===== src/rtl/multdiv_pkg.sv =====
// rtl/multdiv_pkg.sv - shared types and constants for the multiply/divide unit
package multdiv_pkg;

   localparam int DATA_W = 32;
   localparam int ITER = 32;
   localparam logic [DATA_W-1:0] INT_MIN = 32'h8000_0000;

   // processor ALU opcodes that the decoder turns into start pulses
   localparam logic [4:0] ALU_OP_MUL = 5'b00110;
   localparam logic [4:0] ALU_OP_DIV = 5'b00111;

   typedef enum logic [1:0] {
      ST_IDLE,
      ST_MUL,
      ST_DIV,
      ST_DONE
   } state_t;

endpackage


===== src/rtl/multdiv_unit_div_step.sv =====
// rtl/multdiv_unit_div_step.sv - one combinational restoring-division step on magnitudes
module div_step
   import multdiv_pkg::*;
(
   input  logic [2*DATA_W-1:0] rq,
   input  logic [DATA_W-1:0]   divisor,
   output logic [2*DATA_W-1:0] rq_next
);

   logic [DATA_W:0] trial;
   logic [DATA_W:0] diff;

   // trial is the remainder after the left shift; one extra bit keeps the borrow visible
   always_comb begin
      trial = rq[2*DATA_W-1:DATA_W-1];
      diff  = trial - {1'b0, divisor};
      if (diff[DATA_W])
         rq_next = {trial[DATA_W-1:0], rq[DATA_W-2:0], 1'b0};
      else
         rq_next = {diff[DATA_W-1:0], rq[DATA_W-2:0], 1'b1};
   end

endmodule


===== src/rtl/multdiv_unit.sv =====
// rtl/multdiv_unit.sv - sequential signed 32-bit Booth multiply / restoring divide
module multdiv_unit
   import multdiv_pkg::*;
(
   input  logic              clock,
   input  logic              reset,
   input  logic              ctrl_MULT,
   input  logic              ctrl_DIV,
   input  logic [DATA_W-1:0] data_operandA,
   input  logic [DATA_W-1:0] data_operandB,
   output logic [DATA_W-1:0] data_result,
   output logic              data_exception,
   output logic              data_resultRDY
);

   localparam logic [4:0] LAST = 5'(ITER - 1);

   state_t state, state_nxt;
   logic [4:0]          count;
   logic                last;
   logic [DATA_W-1:0]   mcand;
   logic [DATA_W-1:0]   divisor;
   logic [2*DATA_W:0]   prod, prod_nxt;
   logic [DATA_W:0]     booth_sum;
   logic [2*DATA_W-1:0] rq, rq_nxt;
   logic                quo_neg, div_zero, div_ovf;
   logic                mul_ovf;
   logic [DATA_W-1:0]   a_mag, b_mag, quo_signed;

   assign last           = (count == LAST);
   assign data_resultRDY = (state == ST_DONE);
   assign a_mag          = data_operandA[DATA_W-1] ? -data_operandA : data_operandA;
   assign b_mag          = data_operandB[DATA_W-1] ? -data_operandB : data_operandB;

   // accumulator is widened to 33 bits so INT_MIN multiplicands cannot overflow it
   always_comb begin
      booth_sum = {prod[2*DATA_W], prod[2*DATA_W:DATA_W+1]};
      case (prod[1:0])
         2'b01:   booth_sum = booth_sum + {mcand[DATA_W-1], mcand};
         2'b10:   booth_sum = booth_sum - {mcand[DATA_W-1], mcand};
         default: ;
      endcase
      prod_nxt = {booth_sum, prod[DATA_W:1]};
   end

   assign mul_ovf = (prod_nxt[2*DATA_W:DATA_W+1] != {DATA_W{prod_nxt[DATA_W]}});

   div_step u_div_step (
      .rq      (rq),
      .divisor (divisor),
      .rq_next (rq_nxt)
   );

   assign quo_signed = quo_neg ? -rq_nxt[DATA_W-1:0] : rq_nxt[DATA_W-1:0];

   // a start pulse in any state restarts; multiply has priority over divide
   always_comb begin
      state_nxt = state;
      if (ctrl_MULT)
         state_nxt = ST_MUL;
      else if (ctrl_DIV)
         state_nxt = ST_DIV;
      else begin
         case (state)
            ST_MUL, ST_DIV: if (last) state_nxt = ST_DONE;
            ST_DONE:        state_nxt = ST_IDLE;
            default:        state_nxt = ST_IDLE;
         endcase
      end
   end

   always_ff @(posedge clock or posedge reset) begin
      if (reset) begin
         state          <= ST_IDLE;
         count          <= '0;
         mcand          <= '0;
         divisor        <= '0;
         prod           <= '0;
         rq             <= '0;
         quo_neg        <= 1'b0;
         div_zero       <= 1'b0;
         div_ovf        <= 1'b0;
         data_result    <= '0;
         data_exception <= 1'b0;
      end else begin
         state <= state_nxt;
         if (ctrl_MULT) begin
            mcand <= data_operandA;
            prod  <= {{DATA_W{1'b0}}, data_operandB, 1'b0};
            count <= '0;
         end else if (ctrl_DIV) begin
            divisor  <= b_mag;
            rq       <= {{DATA_W{1'b0}}, a_mag};
            quo_neg  <= data_operandA[DATA_W-1] ^ data_operandB[DATA_W-1];
            div_zero <= (data_operandB == '0);
            div_ovf  <= (data_operandA == INT_MIN) && (data_operandB == '1);
            count    <= '0;
         end else if (state == ST_MUL || state == ST_DIV) begin
            if (state == ST_MUL)
               prod <= prod_nxt;
            else
               rq <= rq_nxt;
            if (!last)
               count <= count + 5'd1;
            else if (state == ST_MUL) begin
               data_result    <= prod_nxt[DATA_W:1];
               data_exception <= mul_ovf;
            end else if (div_zero) begin
               data_result    <= '0;
               data_exception <= 1'b1;
            end else if (div_ovf) begin
               data_result    <= INT_MIN;
               data_exception <= 1'b1;
            end else begin
               data_result    <= quo_signed;
               data_exception <= 1'b0;
            end
         end
      end
   end

endmodule


===== config.mk =====
export PLATFORM = sky130hd
export DESIGN_NAME = multdiv_unit
export DESIGN_NICKNAME = d
export VERILOG_FILES = /design/src/rtl/multdiv_pkg.sv /design/src/rtl/multdiv_unit_div_step.sv /design/src/rtl/multdiv_unit.sv
export SDC_FILE = /design/constraint.sdc
export NUM_CORES = 1
export LEC_CHECK = 0
export ABC_AREA = 1
export ABC_CLOCK_PERIOD_IN_PS = 10700
export CAP_MARGIN = 5
export CORE_ASPECT_RATIO = 1.25
export CORE_MARGIN = 1
export CORE_UTILIZATION = 60
export CTS_BUF_LIST = sky130_fd_sc_hd__clkbuf_8
export CTS_CLUSTER_SIZE = 25
export DETAILED_ROUTE_END_ITERATION = 16
export PLACE_DENSITY = 0.8
export SYNTH_ARGS = -nofsm -noshare
export SYNTH_HDL_FRONTEND = slang
export SYNTH_SLANG_ARGS = --single-unit

===== constraint.sdc =====
create_clock -name clock -period 10.7 [get_ports clock]
set_input_delay 2.14 -clock clock [delete_from_list [all_inputs] [get_ports clock]]
set_output_delay 2.14 -clock clock [all_outputs]
set_load 0.005 [all_outputs]

Word-level counts from Yosys, hierarchy flattened

Index checks and enable logic that the tools add are counted.

Mux-type cells: 26
Shift operators: 0
Order comparisons: 0
Add/sub/neg operators: 7
Multipliers: 0
Reductions and logical operators: 13
Eq/ne operators: 13
Bitwise logic cells: 3
Divide/modulo/power cells: 0

Operators by type and width:

| operator                                       | number |
|---|---|
| two-way mux 65 bit                             | 4 |
| two-way mux 64 bit                             | 4 |
| two-way mux 32 bit                             | 6 |
| negation 32 bit                                | 3 |
| case mux 33 bit (2 select lines)               | 1 |
| == test 32 bit (second input constant)         | 2 |
| adder 32 x 32 -> 33 bit                        | 1 |
| subtractor 32 x 32 -> 33 bit                   | 1 |
| subtractor 33 x 32 -> 33 bit                   | 1 |
| zero test 32 bit                               | 1 |
| inequality test 32 bit                         | 1 |
| two-way mux 5 bit                              | 4 |
| two-way mux 2 bit                              | 4 |
| == test 2 bit (second input constant)          | 3 |
| AND reduction 3 bit                            | 2 |
| nonzero test 2 bit                             | 3 |
| adder 5 x 1 -> 5 bit (second input constant)   | 1 |
| == test 5 bit (second input constant)          | 1 |
| == test 2 x 1 -> 1 bit (second input constant) | 2 |
| inequality test 2 bit (second input constant)  | 2 |
| inequality test 4 bit (second input constant)  | 1 |
| AND reduction 2 bit                            | 2 |
| AND reduction 4 bit                            | 1 |
| two-way mux 1 bit                              | 3 |
| other kinds (7)                                | 8 |

Memories kept: 0
ROM bits: 0
RAM bits: 0
Latch bits: 0
Register bits after elaboration: 236
Word-level logic and storage cells: 73
Input port bits: 68

Depth between registers and ports, before layout

Gate-level depths: netlist of run 1.

Depth in word-level cells: 7
Depth in mapped cells: 33

Hierarchy

Synthesis of run 1 repeated with hierarchy kept, for this count alone.

Cells, all modules: 3008
Area, all modules: 19215.9 um^2

By module, submodules not included:

| module       | cells each | times used | sequential area each (um^2) | area an instance (um^2) |
|---|---|---|---|---|
| multdiv_unit | 2294       | 1          | 5905.7                      | 15820.2 |
| div_step     | 714        | 1          | 0.0                         | 3395.8 |

Worst setup path before layout of run 1

OpenSTA, ideal clock, no wires.

Path type: input port to flip-flop
Start point: input data_operandB[1]
End point: register divisor[30]
Arrival time: 3.643 ns
Cell stages on the path: 13
Library setup time: 0.130 ns
Setup slack: 6.927 ns
Data required time: 10.570 ns
Path through: inv_1 ha_1 nand3_1 nor3_2 nand3_1 inv_1 nand2_1 nor3_1 nand4_1 nor3_1 nor2_1 a22oi_1 o31ai_1

Longest elaborated chain between the ends: 2

RTL lines:

| element              | RTL line           | source |
|---|---|---|
| start, declared      | multdiv_unit.sv:10 | `input logic [DATA_W-1:0] data_operandB,` |
| negation 32 bit      | multdiv_unit.sv:33 | `assign b_mag = data_operandB[DATA_W-1] ? -data_operandB : data_operandB;` |
| two-way mux 32 bit   | multdiv_unit.sv:33 |  |
| end signal, assigned | multdiv_unit.sv:92 | `divisor <= b_mag;` |
| end, declared        | multdiv_unit.sv:22 | `logic [DATA_W-1:0] divisor;` |

No other way between the ends.
A chain may end at the register's enable or synchronous reset.

Worst setup path in the final report of run 1

Start point: register mcand[0]
End point: register data_exception

Longest elaborated chain between the ends: 4
Elaborated cells on any way between the ends: 5

RTL lines:

| element                                                                 | RTL line                               | source |
|---|---|---|
| start, declared                                                         | multdiv_unit.sv:21                     | `logic [DATA_W-1:0] mcand;` |
| start signal, assigned                                                  | multdiv_unit.sv:88                     | `mcand <= data_operandA;` |
| subtractor 32 x 32 -> 33 bit or adder 32 x 32 -> 33 bit (tied branches) | multdiv_unit.sv:40, multdiv_unit.sv:39 |  |
| case mux 33 bit (2 select lines) (*)                                    | multdiv_unit.sv:38                     | `case (prod[1:0])` |
| inequality test 32 bit (*)                                              | multdiv_unit.sv:46                     | `assign mul_ovf = (prod_nxt[2*DATA_W:DATA_W+1] != {DATA_W{prod_nxt[DATA_W]}});` |
| two-way mux 1 bit (*)                                                   | multdiv_unit.sv:105                    | `else if (state == ST_MUL) begin` |
| end signal, assigned                                                    | multdiv_unit.sv:107                    | `data_exception <= mul_ovf;` |
| end, declared                                                           | multdiv_unit.sv:12                     | `output logic data_exception,` |

Mark *: on every way between the ends. The rest lies on a longest branch, timed or not.

==> results.md, run 1 <==
* Top delay family on crit path: simple AND/OR/NAND/NOR gates
* Most frequent cells in the layout: nand2_1, inv_1, nor2_1, dfrtp_1, o21ai_0
* Initial antenna violation count at 1
* Post-synth ARST share at 100%
* DRT iter0 DRCs at 1631
* Most common cell after layout, fill and taps aside: nand2_1
* Worst rel slew slack at 24.3%
* Vias per Instance at 5.71
* Status: finished, final reports clean
* Clk sinks at 236
* Overflow after GRT at 0
* GRT Util Overall at 38.2%
* Static leakage at around 10 nW
* Vias at 18.0k
* RSZ-0062 raised after global routing: no
* Synth Warn # at 0
* Max_cap viols at 0
* Slew @ Worst Pin at 1.13 ns
* Top sig layer: met4
* Sw Pwr at approximately 0.0017 W
* Worst min path class: reg -> reg
* Cells after synthesis at 2658
* Post-CTS Setup Bufs at 0
* Library cells used by synthesis at 55
* Pwr per Cell Area at about 190 nW/um^2
* Antenna viol nets, final at 0
* CP Cell Sequence: inv_1 > ha_1 > nand4_1 > nor2_1 > nand2_1 > nor3_1 > a21oi_1 > xor2_1 > ha_1 > nand2_1 > nor2_1 > inv_1 > nor2_1 > nand3_1 > nand4_1 > nand3_1 > nand2_1 > nand2_1 > nor2_1 > nand4_1 > a21oi_1 > nand2_1 > nand2_1 > nand2_1
* P_int at 0.00209 W
* DIE HEIGHT at 195 um
* Port Buffers at between 100 and 150
* Die Area at 30500 sq um
* Largest net degree at the start of global routing at 96
* Startpoint Class: flip-flop
* Fmax at approximately 200 MHz
* FF+latch count, synth at ~240
* Met2 Wirelength at approximately 28000 um
* WHS at between 0.4 and 0.5 ns
* GPL Wtd Cong at 0.985
* Fin. max-slew vios at 0
* Final-report hold violation count at 0
* Sequential share of power at 30.4%
* PostCTS Resize Cnt at 0
* Peak supply drop at 153 uV
* Post-Synthesis Cell Area at 17900 sq um
* Clk_skew at 0.0200 ns
* Dpl hpwl at 43800 um
* Worst Slack Setup Final at between 5 and 6 ns
* First-pass GRT wire length at roughly 90000 um
* Number of flops mapped to enable cells by yosys at 0
* CP Depth at 24
* Initial Util at between 60% and 70%
* Crit path buf inv count at 2
* Leading register cell type out of synthesis: dfrtp_1
* Switching Share at around 45%
* # H-tree levels at 2
* Routed length per instance at between 15 and 20 um
* Worst stage delay on the critical path at between 0.4 and 0.5 ns
* FP Rows at 70
* Clock share of power at ~23%
* Layout cells sized above 1 at 5.00%
* Worst reg2reg path depth at 24
* Worst Setup End Kind: flip-flop
* Worst Path Required at 11.16 ns
* Number of global-route vias before repair at 17.4k
* # fillers at 2666
* Met1 WL at 22100 um
* Most common cell on crit path: nand2_1
* Worst Hold Path Cells at 2
* Worst-path clk slew at about 0.07 ns
* DRC violations left at 0
* Layout area overhead at 12.0%
* CTS tree: yes
* Num CTS Buffers at 40
* WL met3 at 3410 um
* Hold_buf cts at 0
* Avg Cell Area, Syn at 6.72 sq um
* Die X at approximately 160 um
* Dpl ws at roughly 5.6 ns
* Worst path slowest cell: nor2_1
* Io pins at about 100
* Post-route clock period utilization at 46.5%
* CTS root buf: clkbuf_8
* Core area at 29300 sq um
* Clk_lat worst skew at 0.57 ns
* Sequential fraction of the synthesis area at roughly a third
* Nets at 2876
* Power share of the combinational group at between 40% and 50%
* Post-layout min period at 4.98 ns
* CTS Buffer Depth at 3
* DRT Pass-1 Iters at 6
* Setup violators final at 0
* Critical Path AT at 5.44 ns
* Post-Syn Nets at 2803
* Post-route setup TNS at 0 ns
* Crit path max fanout at 5
* CP Class: reg -> reg
* WL final at between 50000 and 60000 um
==> power groups by stage <==
| stage | clock network [W] | registers [W] | logic (W) |
|---|---|---|---|
| after global placement | 0 | 0.00116 | 0.00171 |
| after CTS | 0.000867 | 0.00115 | 0.00176 |
| after floorplan | 0 | 0.00112 | 0.00133 |
| after global routing | 0.000902 | 0.00117 | 0.00200 |
| final | 0.000859 | 0.00116 | 0.00179 |
| after detailed placement | 0 | 0.00116 | 0.00175 |
==> per-stage QoR <==
| step | cells | total power, W | util, % | cell area [sq um] |
|---|---|---|---|---|
| global placement | 3085 | 0.00287 | 65.5 | 19200 |
| global route | 3156 | 0.00407 | 68.4 | 20000 |
| detailed placement | 3085 | 0.00291 | 65.5 | 19200 |
| finish | 3157 | 0.00380 | 68.4 | 20000 |
| CTS | 3156 | 0.00377 | 68.4 | 20000 |
| floorplan | 2658 | 0.00245 | - | 17900 |
==> final timing paths <==
kind / from / to / slack [ns]
worst max-delay path: mcand[0]$_DFFE_PP0P_ / data_exception$_DFFE_PP0P_ / 5.72
max in group asynchronous: reset / divisor[13]$_DFFE_PP0P_ / 7.19
worst min-delay path: divisor[9]$_DFFE_PP0P_ / divisor[9]$_DFFE_PP0P_ / 0.48
min in group asynchronous: reset / prod[33]$_DFFE_PP0P_ / 2.10
worst min register to register: divisor[9]$_DFFE_PP0P_ / divisor[9]$_DFFE_PP0P_ / 0.48
worst max register to register: mcand[0]$_DFFE_PP0P_ / data_exception$_DFFE_PP0P_ / 5.72
==> registers in the layout (all words and copies together) (netlist names) <==
register,cells
prod,65
rq,64
data_result,32
divisor,32
mcand,32
count,5
state,2
data_exception,1
div_ovf,1
div_zero,1
quo_neg,1
==> worst register-to-register path, delay by kind of cell, from the launching register on <==
kind,cells,cell delay [ns]
adder cells (fa/ha/maj),2,0.57
XOR/XNOR,1,0.18
AO/OA/AOI/OAI,2,0.28
flip-flops,1,0.41
AND/OR/NAND/NOR,17,3.27
buffers and inverters,2,0.15
==> logic make-up after synthesis <==
family / Yosys count / synth area share (%)
flops: 236 / 33.1
compound gates: 514 / 16.7
xor+xnor: 108 / 5.30
fa+ha+maj: 77 / 5.48
buf+inv: 499 / 10.6
simple gates: 1224 / 28.9
==> Yosys cell counts, drive strengths merged (2+ instances only) <==
cell    instances  area share, %
nand2         718             15
inv           407            8.6
nor2          252            5.5
dfrtp         236             33
o21ai         216            6.1
nand3         158            4.5
a21oi         133            3.8
xor2           83            4.1
ha             75            5.3
clkbuf         68            1.4
nand4          44            1.6
a31oi          36            1.3
o22ai          34            1.2
o211ai         32            1.3
nor3           29            1.0
o221ai         28            1.4
xnor2          25            1.2
buf            18           0.46
nor4           10           0.35
a21o            7           0.29
o31ai           7           0.29
or2             7           0.25
clkinv          6           0.13
a32o            5           0.28
a21boi          3           0.13
a22oi           3           0.13
o21bai          3           0.13
and2            2          0.070
fa              2           0.22
nand3b          2          0.084
o21a            2          0.084
==> metal layers <==
metal | vias up | global-route usage, %
met3 | 193 | 4.79
li1 | 8831 | -
met2 | 734 | 64.9
met5 | - | 0
met4 | 0 | 25.5
met1 | 8284 | 45.0
==> layout make-up <==
cell class / instances / area, sq um / share of cell area (%)
multi-input cells: 1923 / 10100 / 50.4
flip-flops and latches: 236 / 5910 / 29.5
inverters: 413 / 1560 / 7.80
repair buffers: 117 / 1120 / 5.60
clock buffers: 54 / 743 / 3.72
well taps: 396 / 495 / 2.48
clock inverters: 17 / 101 / 0.507
diodes: 1 / 2.50 / 0.0125
(Power assumes the default switching activity.)
==> run 2: changes to the inputs <==
--- a/config.mk
+++ b/config.mk
@@ -6,11 +6,11 @@
 export NUM_CORES = 1
 export LEC_CHECK = 0
 export ABC_AREA = 1
-export ABC_CLOCK_PERIOD_IN_PS = 10700
+export ABC_CLOCK_PERIOD_IN_PS = 4300
 export CAP_MARGIN = 5
 export CORE_ASPECT_RATIO = 1.25
 export CORE_MARGIN = 1
-export CORE_UTILIZATION = 60
+export CORE_UTILIZATION = 57
 export CTS_BUF_LIST = sky130_fd_sc_hd__clkbuf_8
 export CTS_CLUSTER_SIZE = 25
 export DETAILED_ROUTE_END_ITERATION = 16
==> constraint.sdc (replaced) <==
create_clock -name clock -period 4.3 [get_ports clock]
set_input_delay 0.86 -clock clock [delete_from_list [all_inputs] [get_ports clock]]
set_output_delay 0.86 -clock clock [all_outputs]
set_load 0.005 [all_outputs]
==> run 2 against run 1 <==
Against the previous run: cell area is 3.4% higher; register-to-register slack worse by 5.5 ns; sequential power is 150% higher; global-route usage is 0.89 points lower; clock-buffer cell count is 4 lower; hold slack better by 0.00053 ns; fmax is 21% higher; combinational power grew to 2.6 times the previous value; die area is 5.2% higher; via count is 1.4% higher; first-iteration DRC count is 13% lower; non-clock buffer count is 50 higher; critical endpoint unchanged.
==> results.md, run 2 (synthesized netlist as in run 1, its figures left out) <==
* First-pass GRT wire length at 93000 um
* Antenna viol nets, final at 0
* Clk sinks at 236
* GPL Wtd Cong at 0.962
* Worst rel slew slack at 50.2%
* Core area at a little over 30000 sq um
* Most frequent cells in the layout: nand2_1, inv_1, dfrtp_1, nor2_1, o21ai_0
* Die Area at 32000 sq um
* Post-layout min period at between 4 and 5 ns
* Worst Path Required at 4.75 ns
* Register area at ~6000 sq um
* FP Rows at a little over 70
* GRT Util Overall at 37.3%
* Clk_skew at 0.0401 ns
* Leading registers by flop count: prod x65, rq x64
* Slew @ Worst Pin at 0.745 ns
* Number of global-route vias before repair at 17.8k
* Max_cap viols at 0
* CTS root buf: clkbuf_8
* CTS Buffer Depth at 3
* Worst min path class: reg -> reg
* Layout cells sized above 1 at roughly 8.3%
* Setup violators final at 0
* CP Class: reg -> reg
* Vias at 18.3k
* Static leakage at approximately 10 nW
* Initial antenna violation count at 2
* DRT Pass-1 Iters at 5
* DRT iter0 DRCs at ~1.4k
* Crit path max fanout at 6
* Layout area overhead at 15.9%
* Startpoint Class: flip-flop
* Largest register FFs at 65
* Critical Path AT at 4.57 ns
* Worst Setup End Kind: flip-flop
* Register name with the most flops: prod
* Port Buffers at 101
* WHS at 0.485 ns
* Nets at 2927
* Io pins at a little over 100
* Overflow after GRT at 0
* Largest net degree at the start of global routing at 77
* Vias per Instance at 5.68
* Clk_lat worst skew at between 0.5 and 0.6 ns
* Area of the multi-input gates at roughly 10000 sq um
* Num CTS Buffers at 41
* Die X at 160 um
* Peak supply drop at 436 uV
* # fillers at 2773
* DIE HEIGHT at 200 um
* RSZ-0062 raised after global routing: yes
* DRC violations left at 0
* Fin. max-slew vios at 0
* Pwr per Cell Area at between 400 and 500 nW/um^2
* Most common cell after layout, fill and taps aside: nand2_1
* Final Power at 0.00975 W
* Status: finished, final reports clean
* Final-report hold violation count at 0
* Dpl hpwl at 45500 um
* Worst-path clk slew at 0.06 ns
* Fmax at 243 MHz
* # H-tree levels at 2
* Routed length per instance at 18.3 um
* WL final at between 50000 and 60000 um
* CTS tree: yes
* Hold_buf cts at 0
* Initial Util at 57.8%
* Post-route clock period utilization at 95.7%
run 2: cell count changes in the layout (fill, tap and decap cells not counted), sizes merged:
cell and delta:
buf +50, clkbuf -4, inv +3, bufinv +2
run 2: report_power, final:
part           total, W  switching, W  internal (W)  leakage (nW)
Clock           0.00221      0.000972       0.00124         0.500
Sequential      0.00286      0.000303       0.00255          3.03
Combinational   0.00469       0.00306       0.00163          6.96
run 2: per-stage QoR:
step | util [%] | instance area (sq um) | TNS (ns) | worst slack [ns] | cells
global placement | 63.1 | 19500 | -0.0687 | -0.0687 | 3136
global route | 66.9 | 20700 | -0.219 | -0.212 | 3218
detailed placement | 63.1 | 19500 | -0.0337 | -0.0337 | 3136
finish | 67.0 | 20700 | 0 | 0.186 | 3219
CTS | 66.0 | 20400 | 0 | 0.0667 | 3208
floorplan | - | 17900 | 0 | 0.348 | 2658
run 2: area by class of cell:
cell class	count	area share (%)
Multi-Input combinational cell	1923	49.8
Timing Repair Buffer	167	7.43
Tap cell	407	2.46
Sequential cell	236	28.5
Antenna cell	1	0.0121
Clock buffer	50	3.33
Clock inverter	22	0.871
Inverter	413	7.52
run 2: critical path, stage by stage, from the launching register on:
cell     delay, ns
dfrtp_1       0.42
inv_1         0.09
ha_1          0.18
nand4_1       0.19
nor3_1        0.37
nand4_1       0.30
o41ai_1       0.40
xor2_1        0.16
ha_1          0.40
nand2_1       0.17
nor2_2        0.17
nand2_1       0.09
nor3_1        0.15
nand2_1       0.09
nand3_1       0.09
nand2_1       0.06
nand2_1       0.06
nand2_1       0.09
inv_1         0.07
nand2_1       0.05
nor2_1        0.10
nand2_1       0.07
nand2_2       0.07
nand2_1       0.05
nand2_1       0.05
nand2_1       0.04
run 2: repair_timing:
item                       CTS  global route
buffers inserted             0            10
setup endpoints to repair    1             7
pin swaps                    0            27
resized for setup            2            60
run 2: metal layers:
layer  vias up  wire [um]  global-route usage [%]
met5         -         11                       0
met4         2       4060                    25.1
met3       198       3540                    5.06
met2       658      29100                    66.9
met1      8512      22100                    41.5
li1       8917          -                       -
run 2: worst paths after layout:
kind                                               end  cells after the start  slack, ns                   start
setup / recovery            data_exception$_DFFE_PP0P_                     25       0.19    mcand[0]$_DFFE_PP0P_
hold / removal                  divisor[4]$_DFFE_PP0P_                      2       0.49  divisor[4]$_DFFE_PP0P_
setup reg to reg            data_exception$_DFFE_PP0P_                     25       0.19    mcand[0]$_DFFE_PP0P_
hold reg to reg                 divisor[4]$_DFFE_PP0P_                      2       0.49  divisor[4]$_DFFE_PP0P_
max in group asynchronous         prod[37]$_DFFE_PP0P_                      3       2.66                   reset
min in group asynchronous  data_result[16]$_DFFE_PP0P_                      2       0.76                   reset
